[config.mk]
export PLATFORM = sky130hd
export DESIGN_NAME = uart_tx_flat
export DESIGN_NICKNAME = d
export VERILOG_FILES = /design/src/rtl/uart_pkg.sv /design/src/rtl/uart_tx_if.sv /design/src/rtl/uart_bit_timer.sv /design/src/rtl/uart_tx.sv /design/src/flat_wrapper.sv
export SDC_FILE = /design/constraint.sdc
export NUM_CORES = 1
export LEC_CHECK = 0
export CAP_MARGIN = 20
export CORE_MARGIN = 8
export CORE_UTILIZATION = 55
export DETAILED_ROUTE_END_ITERATION = 8
export PLACE_DENSITY = 0.78
export SLEW_MARGIN = 20
export SYNTH_ARGS = -nofsm -noshare
export SYNTH_HDL_FRONTEND = slang
export SYNTH_SLANG_ARGS = --single-unit
export TNS_END_PERCENT = 1
[constraint.sdc]
create_clock -name clk -period 2.6 [get_ports clk]
set_input_delay 0.78 -clock clk [delete_from_list [all_inputs] [get_ports clk]]
set_output_delay 0.78 -clock clk [all_outputs]
set_load 0.02 [all_outputs]
[src/rtl/uart_pkg.sv]
// Shared types and constants for the UART transmit path.
// Line levels are named so that the frame builder reads in protocol terms.
package uart_pkg;

  typedef enum logic [2:0] {
    IDLE,
    START,
    DATA,
    PARITY,
    STOP
  } uart_tx_state_e;

  localparam logic UART_LINE_IDLE = 1'b1;
  localparam logic UART_START_BIT = 1'b0;
  localparam logic UART_STOP_BIT  = 1'b1;

  // Narrower words are zero-extended by the caller, which leaves the XOR unchanged.
  function automatic logic uart_parity(input logic [7:0] data, input logic odd);
    return (^data) ^ odd;
  endfunction

endpackage

[src/rtl/uart_tx_if.sv]
// Byte handshake between the host-side source and the UART transmitter.
// The source drives valid/byte; the transmitter answers with ready.
interface uart_tx_if #(
  parameter int DATA_BITS = 8
);

  logic                 tx_valid;
  logic [DATA_BITS-1:0] tx_byte;
  logic                 tx_ready;

  modport master (
    output tx_valid,
    output tx_byte,
    input  tx_ready
  );

  modport slave (
    input  tx_valid,
    input  tx_byte,
    output tx_ready
  );

endinterface

[src/rtl/uart_bit_timer.sv]
// Divides clk down to serial bit periods: bit_done pulses on the last
// cycle of every CLKS_PER_BIT-cycle period while enabled.
module uart_bit_timer #(
  parameter int CLKS_PER_BIT = 16
) (
  input  logic clk,
  input  logic rst,
  input  logic clear,
  input  logic enable,
  output logic bit_done
);

  if (CLKS_PER_BIT < 2) begin : g_bad_clks_per_bit
    $error("uart_bit_timer: CLKS_PER_BIT must be >= 2");
  end

  localparam int              CNT_W   = $clog2(CLKS_PER_BIT);
  localparam logic [CNT_W-1:0] CNT_MAX = CNT_W'(CLKS_PER_BIT - 1);

  logic [CNT_W-1:0] cnt_q;

  assign bit_done = enable && (cnt_q == CNT_MAX);

  // NOTE: registers use non-blocking assignments so every flop samples pre-edge values.
  always_ff @(posedge clk) begin
    if (rst || clear) begin
      cnt_q <= '0;
    end else if (enable) begin
      cnt_q <= bit_done ? '0 : cnt_q + CNT_W'(1);
    end
  end

endmodule

[src/rtl/uart_tx.sv]
// UART transmitter: accepts one word per valid/ready handshake and sends
// start, data, optional parity and stop bits on a registered, idle-high line.
module uart_tx
  import uart_pkg::*;
#(
  parameter int CLKS_PER_BIT = 16,
  parameter int DATA_BITS    = 8,
  parameter int MSB_FIRST    = 1,
  parameter int PARITY_EN    = 0,
  parameter int PARITY_ODD   = 0,
  parameter int STOP_BITS    = 1
) (
  input  logic       clk,
  input  logic       rst,
  uart_tx_if.slave   tx_if,
  output logic       tx_out,
  output logic       busy
);

  if (DATA_BITS < 5 || DATA_BITS > 8) begin : g_bad_data_bits
    $error("uart_tx: DATA_BITS must be in 5..8");
  end
  if (STOP_BITS < 1 || STOP_BITS > 2) begin : g_bad_stop_bits
    $error("uart_tx: STOP_BITS must be 1 or 2");
  end

  // One index register counts data bits, then is reused to count stop bits.
  localparam int               IDX_W     = $clog2(DATA_BITS);
  localparam logic [IDX_W-1:0] LAST_IDX  = IDX_W'(DATA_BITS - 1);
  localparam logic [IDX_W-1:0] LAST_STOP = IDX_W'(STOP_BITS - 1);

  uart_tx_state_e       state_q, state_d;
  logic [IDX_W-1:0]     bit_idx_q, bit_idx_d, pos;
  logic [DATA_BITS-1:0] data_q, data_d;
  logic                 tx_out_d, busy_d;
  logic                 ready, accept, bit_done;

  assign ready          = (state_q == IDLE) && !rst;
  assign tx_if.tx_ready = ready;
  assign accept         = tx_if.tx_valid && ready;

  uart_bit_timer #(
    .CLKS_PER_BIT(CLKS_PER_BIT)
  ) u_bit_timer (
    .clk     (clk),
    .rst     (rst),
    .clear   (accept),
    .enable  (state_q != IDLE),
    .bit_done(bit_done)
  );

  // NOTE: every always_comb output gets a default first so no latch is inferred.
  always_comb begin
    state_d   = state_q;
    bit_idx_d = bit_idx_q;
    data_d    = data_q;

    unique case (state_q)
      IDLE: begin
        if (accept) begin
          state_d = START;
          data_d  = tx_if.tx_byte;
        end
      end
      START: begin
        if (bit_done) begin
          state_d   = DATA;
          bit_idx_d = '0;
        end
      end
      DATA: begin
        if (bit_done) begin
          if (bit_idx_q == LAST_IDX) begin
            state_d   = (PARITY_EN != 0) ? PARITY : STOP;
            bit_idx_d = '0;
          end else begin
            bit_idx_d = bit_idx_q + IDX_W'(1);
          end
        end
      end
      PARITY: begin
        if (bit_done) begin
          state_d   = STOP;
          bit_idx_d = '0;
        end
      end
      STOP: begin
        if (bit_done) begin
          if (bit_idx_q == LAST_STOP) begin
            state_d = IDLE;
          end else begin
            bit_idx_d = bit_idx_q + IDX_W'(1);
          end
        end
      end
      default: state_d = IDLE;
    endcase

    // The line is registered, so it is driven from the level of the upcoming state.
    pos      = (MSB_FIRST != 0) ? (LAST_IDX - bit_idx_d) : bit_idx_d;
    tx_out_d = UART_LINE_IDLE;
    case (state_d)
      START:   tx_out_d = UART_START_BIT;
      DATA:    tx_out_d = data_d[pos];
      PARITY:  tx_out_d = uart_parity(8'(data_d), PARITY_ODD != 0);
      STOP:    tx_out_d = UART_STOP_BIT;
      default: tx_out_d = UART_LINE_IDLE;
    endcase
    busy_d = (state_d != IDLE);
  end

  always_ff @(posedge clk) begin
    if (rst) begin
      state_q   <= IDLE;
      bit_idx_q <= '0;
      data_q    <= '0;
      tx_out    <= UART_LINE_IDLE;
      busy      <= 1'b0;
    end else begin
      state_q   <= state_d;
      bit_idx_q <= bit_idx_d;
      data_q    <= data_d;
      tx_out    <= tx_out_d;
      busy      <= busy_d;
    end
  end

endmodule
[src/flat_wrapper.sv]
// flat-port wrapper written by rule: the top's interface ports become plain ports
module uart_tx_flat import uart_pkg::*;
#(
  parameter int CLKS_PER_BIT = 16,
  parameter int DATA_BITS    = 8,
  parameter int MSB_FIRST    = 1,
  parameter int PARITY_EN    = 0,
  parameter int PARITY_ODD   = 0,
  parameter int STOP_BITS    = 1
)
  (clk, rst, tx_out, busy, tx_if_tx_valid, tx_if_tx_byte, tx_if_tx_ready);
  uart_tx_if #(.DATA_BITS(DATA_BITS)) tx_if_i ();
  input  logic clk;
  input  logic rst;
  output logic tx_out;
  output logic busy;
  input wire logic [$bits(tx_if_i.tx_valid)-1:0] tx_if_tx_valid;
  input wire logic [$bits(tx_if_i.tx_byte)-1:0] tx_if_tx_byte;
  output wire logic [$bits(tx_if_i.tx_ready)-1:0] tx_if_tx_ready;
  assign tx_if_i.tx_valid = tx_if_tx_valid;
  assign tx_if_i.tx_byte = tx_if_tx_byte;
  assign tx_if_tx_ready = tx_if_i.tx_ready;
  uart_tx #(.CLKS_PER_BIT(CLKS_PER_BIT), .DATA_BITS(DATA_BITS), .MSB_FIRST(MSB_FIRST), .PARITY_EN(PARITY_EN), .PARITY_ODD(PARITY_ODD), .STOP_BITS(STOP_BITS)) u_core (.clk(clk), .rst(rst), .tx_if(tx_if_i), .tx_out(tx_out), .busy(busy));
endmodule
==> impl_metrics.py, run 1 <==
metrics = {
    "die": {
        "dieArea_um2": 4109,
        "die_x_um": 64.10,
        "initial_core_util_pct": 58.08,
        "core_um2": 2191,
        "rows": 17,
        "num_io_pins": 14,
        "die_height_um": 64.10,
    },
    "synth": {
        "syn_avg_cell_area_um2": 7.855,
        "synth.ff_latch_count": 20,
        "netlist_instances": 162,
        "syn_area_um2": 1272,
        "async_reset_ff_share_pct": 0,
        "synth_seq_area_share_pct": 31.47,
        "ys_warn_count": 0,
        "synth_cell_types": 42,
        "yosys_most_used_dff": "dfxtp_1",
        "syn-num-nets": 177,
        "synth_edf_count": 0,
    },
    "global_routing": {
        "grt_pass1_wl_mm": 4.968,
        "antenna_found_initial": 0,
        "grt_pass1_vias": 1173,
        "grt_usage_pct": 14.46,
        "grt_overflow": 0,
        "grt_start_max_net_pins": 22,
    },
    "drt": {
        "drt_iter0_markers": 57,
        "drc": 0,
        "drt_wl_total_mm": 2.939,
        "vias": 1246,
        "drtAntennaViolNets": 0,
        "drt-vias-per-instance": 5.877,
        "dr.pass1.iters": 4,
        "wl_per_cell_um": 13.86,
    },
    "clock_tree": {
        "cts.sinks": 20,
        "htree_levels": 1,
        "clk_latency_ps": 300,
        "post_cts_buffers": 0,
        "root_buffer": "clkbuf_4",
        "cts_buffers": 3,
        "clk_pin_slew_worst_paths_ps": 110,
        "cts_hold_buffers": 0,
        "cts_buffer_depth": 2,
        "cts_tree": "done",
    },
    "sta": {
        "drv_slew": 0,
        "hold_viol_final": 0,
        "rsz0062_at_grt": "no",
        "max_freq_mhz": 403.0,
        "skew_ps": 3.173,
        "finalSetupViolCount": 0,
        "hold_ws_ps": 491.7,
        "tightest_slew_ps": 411.1,
        "post-route-min-period_ps": 2482,
        "post-route-period-util_pct": 95.44,
        "layout_setup_ws_ps": 118.5,
        "slew_headroom_pct": 72.56,
    },
    "cells_and_area": {
        "area_delta_synth_final_pct": 19.37,
        "fin_nets": 201,
        "final_area_um2": 1519,
        "drive_gt1_share_pct": 13.59,
        "instances_no_fill": 212,
        "n_antenna_cell": 0,
    },
    "worst_setup_path": {
        "worstPathArrival_ps": 1700,
        "reg2reg_slack_ps": 200,
        "endpoint": "tx_if_tx_ready",
        "reg2reg_depth": 8,
        "reg2reg_to": "u_core.tx_out$_SDFF_PP1_",
        "worstPathMaxFanout": 2,
        "cp.required_ps": 1820,
        "reg2reg_from": "u_core.u_bit_timer.cnt_q[0]$_SDFFE_PP0P_",
        "crit_path_end_kind": "output port",
        "path_class": "input pin to output port",
        "cp-start-kind": "input pin",
        "crit_start": "rst",
    },
    "power": {
        "ir_drop_mv": 0.2480,
        "p_leak_nw": 0.5618,
        "powerDensity_nw_per_um2": 405.6,
    },
    "placement": {
        "placed_cells": 209,
        "place_congestion": 0.8471,
        "dpl_worst_slack_ps": -180.9,
        "place.detailed.hpwl_mm": 2.261,
        "placed_area_um2": 1498,
        "port_buffers": 13,
    },
    "outcome": {
        "status": "finished, final reports clean",
    },
    "run": {
        "cap_viol_max_count": 0,
    },
    "hold_path": {
        "hp-class": "flop to flop",
    },
}
## power by group
part	internal (mW)	total (mW)	leakage (nW)	switching, mW
Combinational	0.0719	0.139	0.385	0.0666
Sequential	0.318	0.328	0.163	0.0102
Clock	0.0541	0.150	0.0138	0.0957
## worst max-delay path, cell delays in order
cell,delay [ps]
clkdlybuf4s50_1,420
nor3_1,150
dlygate4sd2_1,350
## cell families (layout without fill, tap and decap cells)
group                      after synthesis  after routing  share of synthesized area (%)
AOI/OAI and AO/OA                       45             45                          24.09
DFF                                     20             20                          31.46
adders and majority gates                4              4                          3.933
xor gates and xnor gates                14             14                          9.636
buffers and inverters                   11             33                          4.130
and+or+nand+nor                         68             68                          26.74
## routing by layer
| metal | global-route usage (%) | share of wire [%] | wire [µm] |
|---|---|---|---|
| met2 | 24.59 | 46 | 1358 |
| met3 | 2.613 | 5.4 | 160 |
| met1 | 17.58 | 47 | 1375 |
| met4 | 5.722 | 1.5 | 44 |
| met5 | 0 | 0 | 0 |
## state kept, by name, summed over array words and instances, names as in the netlist
register / flops
u_core.tx_out: 1
u_core.state_q: 3
u_core.data_q: 8
u_core.u_bit_timer.cnt_q: 4
u_core.busy: 1
u_core.bit_idx_q: 3
## cell type report
type / count / area (µm²)
fill: 193 / 671.9
inverter: 4 / 15.01
timing repair buffer: 26 / 226.5
multi-input combinational: 131 / 819.5
sequential: 20 / 400.4
tap: 28 / 35.03
clock buffer: 3 / 22.52
## how the worst min path moves through the flow
stage	slack, ps	cells past startpoint	end	from
after floorplan	460	2	u_core.data_q[7]$_SDFF_PP0_	u_core.data_q[7]$_SDFF_PP0_
after global placement	470	2	u_core.data_q[7]$_SDFF_PP0_	u_core.data_q[7]$_SDFF_PP0_
after detailed placement	480	2	u_core.data_q[6]$_SDFF_PP0_	u_core.data_q[6]$_SDFF_PP0_
after CTS	500	2	u_core.data_q[6]$_SDFF_PP0_	u_core.data_q[6]$_SDFF_PP0_
after global routing	530	2	u_core.data_q[3]$_SDFF_PP0_	u_core.data_q[3]$_SDFF_PP0_
final	490	2	u_core.data_q[6]$_SDFF_PP0_	u_core.data_q[6]$_SDFF_PP0_
## synth_stat cells, types with 2 or more instances
master | n | area [µm²]
a211oi_1 | 2 | 15.01
a21boi_0 | 3 | 22.52
a21oi_1 | 17 | 85.08
a221oi_1 | 2 | 17.52
a31oi_1 | 4 | 25.02
a32oi_1 | 2 | 17.52
and3_1 | 5 | 31.28
clkbuf_1 | 5 | 18.77
dfxtp_1 | 20 | 400.4
ha_1 | 4 | 50.05
inv_1 | 4 | 15.01
nand2_1 | 26 | 97.59
nand2b_1 | 2 | 12.51
nand3_1 | 6 | 30.03
nand3b_1 | 2 | 15.01
nor2_1 | 12 | 45.04
nor3_1 | 3 | 15.01
nor3b_1 | 2 | 15.01
o21ai_0 | 4 | 20.02
o311ai_1 | 2 | 17.52
or2_2 | 2 | 12.51
xnor2_1 | 13 | 113.9
## per-stage QoR
| stage | TNS, ps | utilization (%) | total power [mW] |
|---|---|---|---|
| floorplan | 0 | - | 0.4223 |
| global placement | -165.2 | 68.36 | 0.4706 |
| detailed placement | -202.6 | 68.36 | 0.4738 |
| CTS | 0 | 69.33 | 0.6206 |
| global route | 0 | 69.33 | 0.6418 |
| finish | 0 | 69.33 | 0.6161 |
## timing repair
action | 4_1_cts | 5_1_grt
gates resized for setup | 1 | 0
endpoints found under the hold margin | 0 | 0
endpoints found under the setup margin | 1 | 0
## placed cells by master (no fill, tap or decap), types with 2 or more instances in the layout
| master | instances |
|---|---|
| nand3b_1 | 2 |
| clkdlybuf4s50_1 | 12 |
| a21boi_0 | 3 |
| a211oi_1 | 2 |
| o21ai_0 | 4 |
| nor3_1 | 3 |
| nor3b_1 | 2 |
| o311ai_1 | 2 |
| nand2b_1 | 2 |
| or2_2 | 2 |
| nor2_1 | 12 |
| ha_1 | 4 |
| inv_1 | 4 |
| a221oi_1 | 2 |
| nand3_1 | 6 |
| a31oi_1 | 4 |
| a32oi_1 | 2 |
| buf_4 | 13 |
| xnor2_1 | 13 |
| dfxtp_1 | 20 |
| and3_1 | 5 |
| nand2_1 | 26 |
| a21oi_1 | 17 |
| clkbuf_4 | 3 |
Power figures use the tool's default switching activity.
==> run 2: changes to the inputs <==
- ABC_AREA: not set -> 1
- CORE_UTILIZATION: 55 -> 56
- HOLD_SLACK_MARGIN: not set -> 0.03
- PLACE_DENSITY: 0.78 -> 0.79
==> run 2 against run 1 <==
Effect of this change:
- via count is 8.8% higher
- sequential share of layout area fell by 2.6 points
- final cell count increased by 32%
- power increased by 16%
- clock skew increased by 7.1 ps
- combinational power is 45% higher
- non-clock buffer count is 4 higher
- routed wire length decreased by 8.3%
- die area rose by 5.4%
- setup slack worse by 32 ps
- critical endpoint unchanged
- largest power group unchanged
- highest routed layer unchanged
==> impl_metrics.py, run 2 <==
metrics = {
    "global_routing": {
        "grt_pass1_wl_mm": 4.671,
        "antenna_found_initial": 0,
        "grt_usage_pct": 13.12,
        "grt_overflow": 0,
        "grt_start_max_net_pins": 25,
        "grt_pass1_vias": 1186,
    },
    "drt": {
        "drt_iter0_markers": 48,
        "drt_wl_total_mm": 2.694,
        "drt-vias-per-instance": 4.860,
        "drc": 0,
        "drtAntennaViolNets": 0,
        "vias": 1356,
        "dr.pass1.iters": 4,
        "wl_per_cell_um": 9.656,
    },
    "die": {
        "die_x_um": 65.82,
        "initial_core_util_pct": 57.68,
        "core_um2": 2410,
        "die_height_um": 65.82,
        "num_io_pins": 14,
        "rows": 18,
        "dieArea_um2": 4332,
    },
    "cells_and_area": {
        "n_antenna_cell": 0,
        "largestRegisters": "u_core.data_q x8, u_core.u_bit_timer.cnt_q x4",
        "drive_gt1_share_pct": 18.07,
        "layout_commonest_cell": "nand2_1",
        "finish.utilization_pct": 69.94,
        "layout_common_cells": "nand2_1 (83), inv_1 (26), dfxtp_1 (20)",
        "nFillCells": 227,
        "fin_nets": 265,
        "regArea_um2": 400.4,
        "largest_register": "u_core.data_q",
        "final_area_um2": 1685,
        "multi_input_comb_area_um2": 830.8,
        "largest_register_ffs": 8,
        "instances_no_fill": 279,
        "area_delta_synth_final_pct": 21.24,
    },
    "sta": {
        "skew_ps": 10.32,
        "post-route-period-util_pct": 96.68,
        "hold_viol_final": 0,
        "max_freq_mhz": 397.8,
        "hold_ws_ps": 511.1,
        "slew_headroom_pct": 71.73,
        "drv_slew": 0,
        "rsz0062_at_grt": "no",
        "finalSetupViolCount": 0,
        "tightest_slew_ps": 423.5,
        "post-route-min-period_ps": 2514,
        "tns_ps": 0,
        "layout_setup_ws_ps": 86.40,
    },
    "synth": {
        "synth_top_area_cell": "dfxtp_1",
        "netlist_instances": 220,
        "syn_avg_cell_area_um2": 6.319,
        "async_reset_ff_share_pct": 0,
        "synth_area_leaders": "dfxtp_1 (29%), nand2_1 (22%), inv_1 (7.0%)",
        "synth_cell_types": 32,
        "synth.ff_latch_count": 20,
        "syn-num-nets": 235,
        "yosys_most_used_dff": "dfxtp_1",
        "yosysTopAreaCellShare_pct": 28.80,
        "yosys-top-cells-count": "nand2_1 (83), inv_1 (26), dfxtp_1 (20), nor2_1 (18), nand3_1 (14)",
        "ys_warn_count": 0,
        "post-synth-top-count-cell": "nand2_1",
        "synth_seq_area_share_pct": 28.80,
        "synth_edf_count": 0,
        "syn_area_um2": 1390,
    },
    "worst_setup_path": {
        "reg2reg_depth": 10,
        "cp-start-kind": "input pin",
        "worstPathArrival_ps": 1730,
        "worstPathMaxFanout": 2,
        "cp.required_ps": 1820,
        "crit_path_end_kind": "output port",
        "path_class": "input pin to output port",
        "crit_start": "rst",
        "reg2reg_from": "u_core.u_bit_timer.cnt_q[0]$_SDFFE_PP0P_",
        "reg2reg_slack_ps": 570,
    },
    "hold_path": {
        "holdPathStages": 2,
        "hold_start": "u_core.u_bit_timer.cnt_q[1]$_SDFFE_PP0P_",
        "hp-class": "flop to flop",
    },
    "clock_tree": {
        "clk_latency_ps": 300,
        "clk_pin_slew_worst_paths_ps": 120,
        "cts_buffer_depth": 2,
        "cts.sinks": 20,
        "cts_buffers": 3,
        "root_buffer": "clkbuf_4",
        "cts_tree": "done",
        "htree_levels": 1,
        "cts_hold_buffers": 0,
    },
    "placement": {
        "dpl_worst_slack_ps": -190.6,
        "place.detailed.hpwl_mm": 2.139,
        "placed_cells": 275,
        "placed_area_um2": 1647,
        "port_buffers": 13,
        "place_congestion": 0.7941,
    },
    "run": {
        "cap_viol_max_count": 0,
    },
    "power": {
        "p_leak_nw": 0.8782,
        "ir_drop_mv": 0.3609,
        "total_power_mw": 0.7151,
        "powerDensity_nw_per_um2": 424.3,
    },
    "outcome": {
        "status": "finished, final reports clean",
    },
}
## run 2: changes by cell type after synthesis, sizes merged, moves of 3 or more
cell	previous run	this run
nand3	6	19
xnor2	13	1
and3	5	0
o21ai	4	12
inv	4	33
a21oi	17	6
nand2	26	87
clkbuf	5	1
a31oi	4	1
or2	3	0
nor2	12	22
a21boi	4	0
## run 2: path summary, 6_finish.rpt
kind	endpoint
max reg2reg	u_core.tx_out$_SDFF_PP1_
min	u_core.u_bit_timer.cnt_q[1]$_SDFFE_PP0P_
min reg2reg	u_core.u_bit_timer.cnt_q[1]$_SDFFE_PP0P_
max	tx_if_tx_ready
## run 2: worst max-delay path, cell delays in order
cell	delay (ps)
clkdlybuf4s50_1	430
inv_2	70
nand3_2	80
inv_1	50
dlygate4sd2_1	320
## run 2: cell type report
type	count	area share (%)
multi-input cells	162	49.29
repair buffers	30	15.22
flip-flops and latches	20	23.76
well taps	30	2.227
inverters	33	7.350
clock buffers	4	2.153
## run 2: layer usage
metal | share of wire [%] | GRT usage (%) | vias up
met5 | 0 | 0 | -
met4 | 1.3 | 4.087 | 0
met1 | 51 | 16.16 | 587
li1 | - | - | 748
met3 | 2.5 | 2.542 | 4
met2 | 46 | 22.29 | 17
## run 2: kinds of logic (layout without fill, tap and decap cells)
logic type,after synthesis,in the layout,synth area share (%)
fa+ha+maj,4,4,3.601
buf+inv,38,67,11.70
compound gates,23,23,9.631
flops,20,20,28.80
simple gates,133,133,45.01
xor+xnor,2,2,1.260
## run 2: what timing repair did
action | CTS | global route
gates cloned | 0 | 0
gates resized for setup | 1 | 2
buffers inserted | 0 | 0
endpoints found under the setup margin | 1 | 1
pin swaps | 0 | 0
endpoints found under the hold margin | 0 | 0
## run 2: power breakdown
group / switching, mW / leakage (nW) / internal [mW]
registers: 0.00858 / 0.163 / 0.321
clock network: 0.0999 / 0.0210 / 0.0854
logic: 0.108 / 0.694 / 0.0930
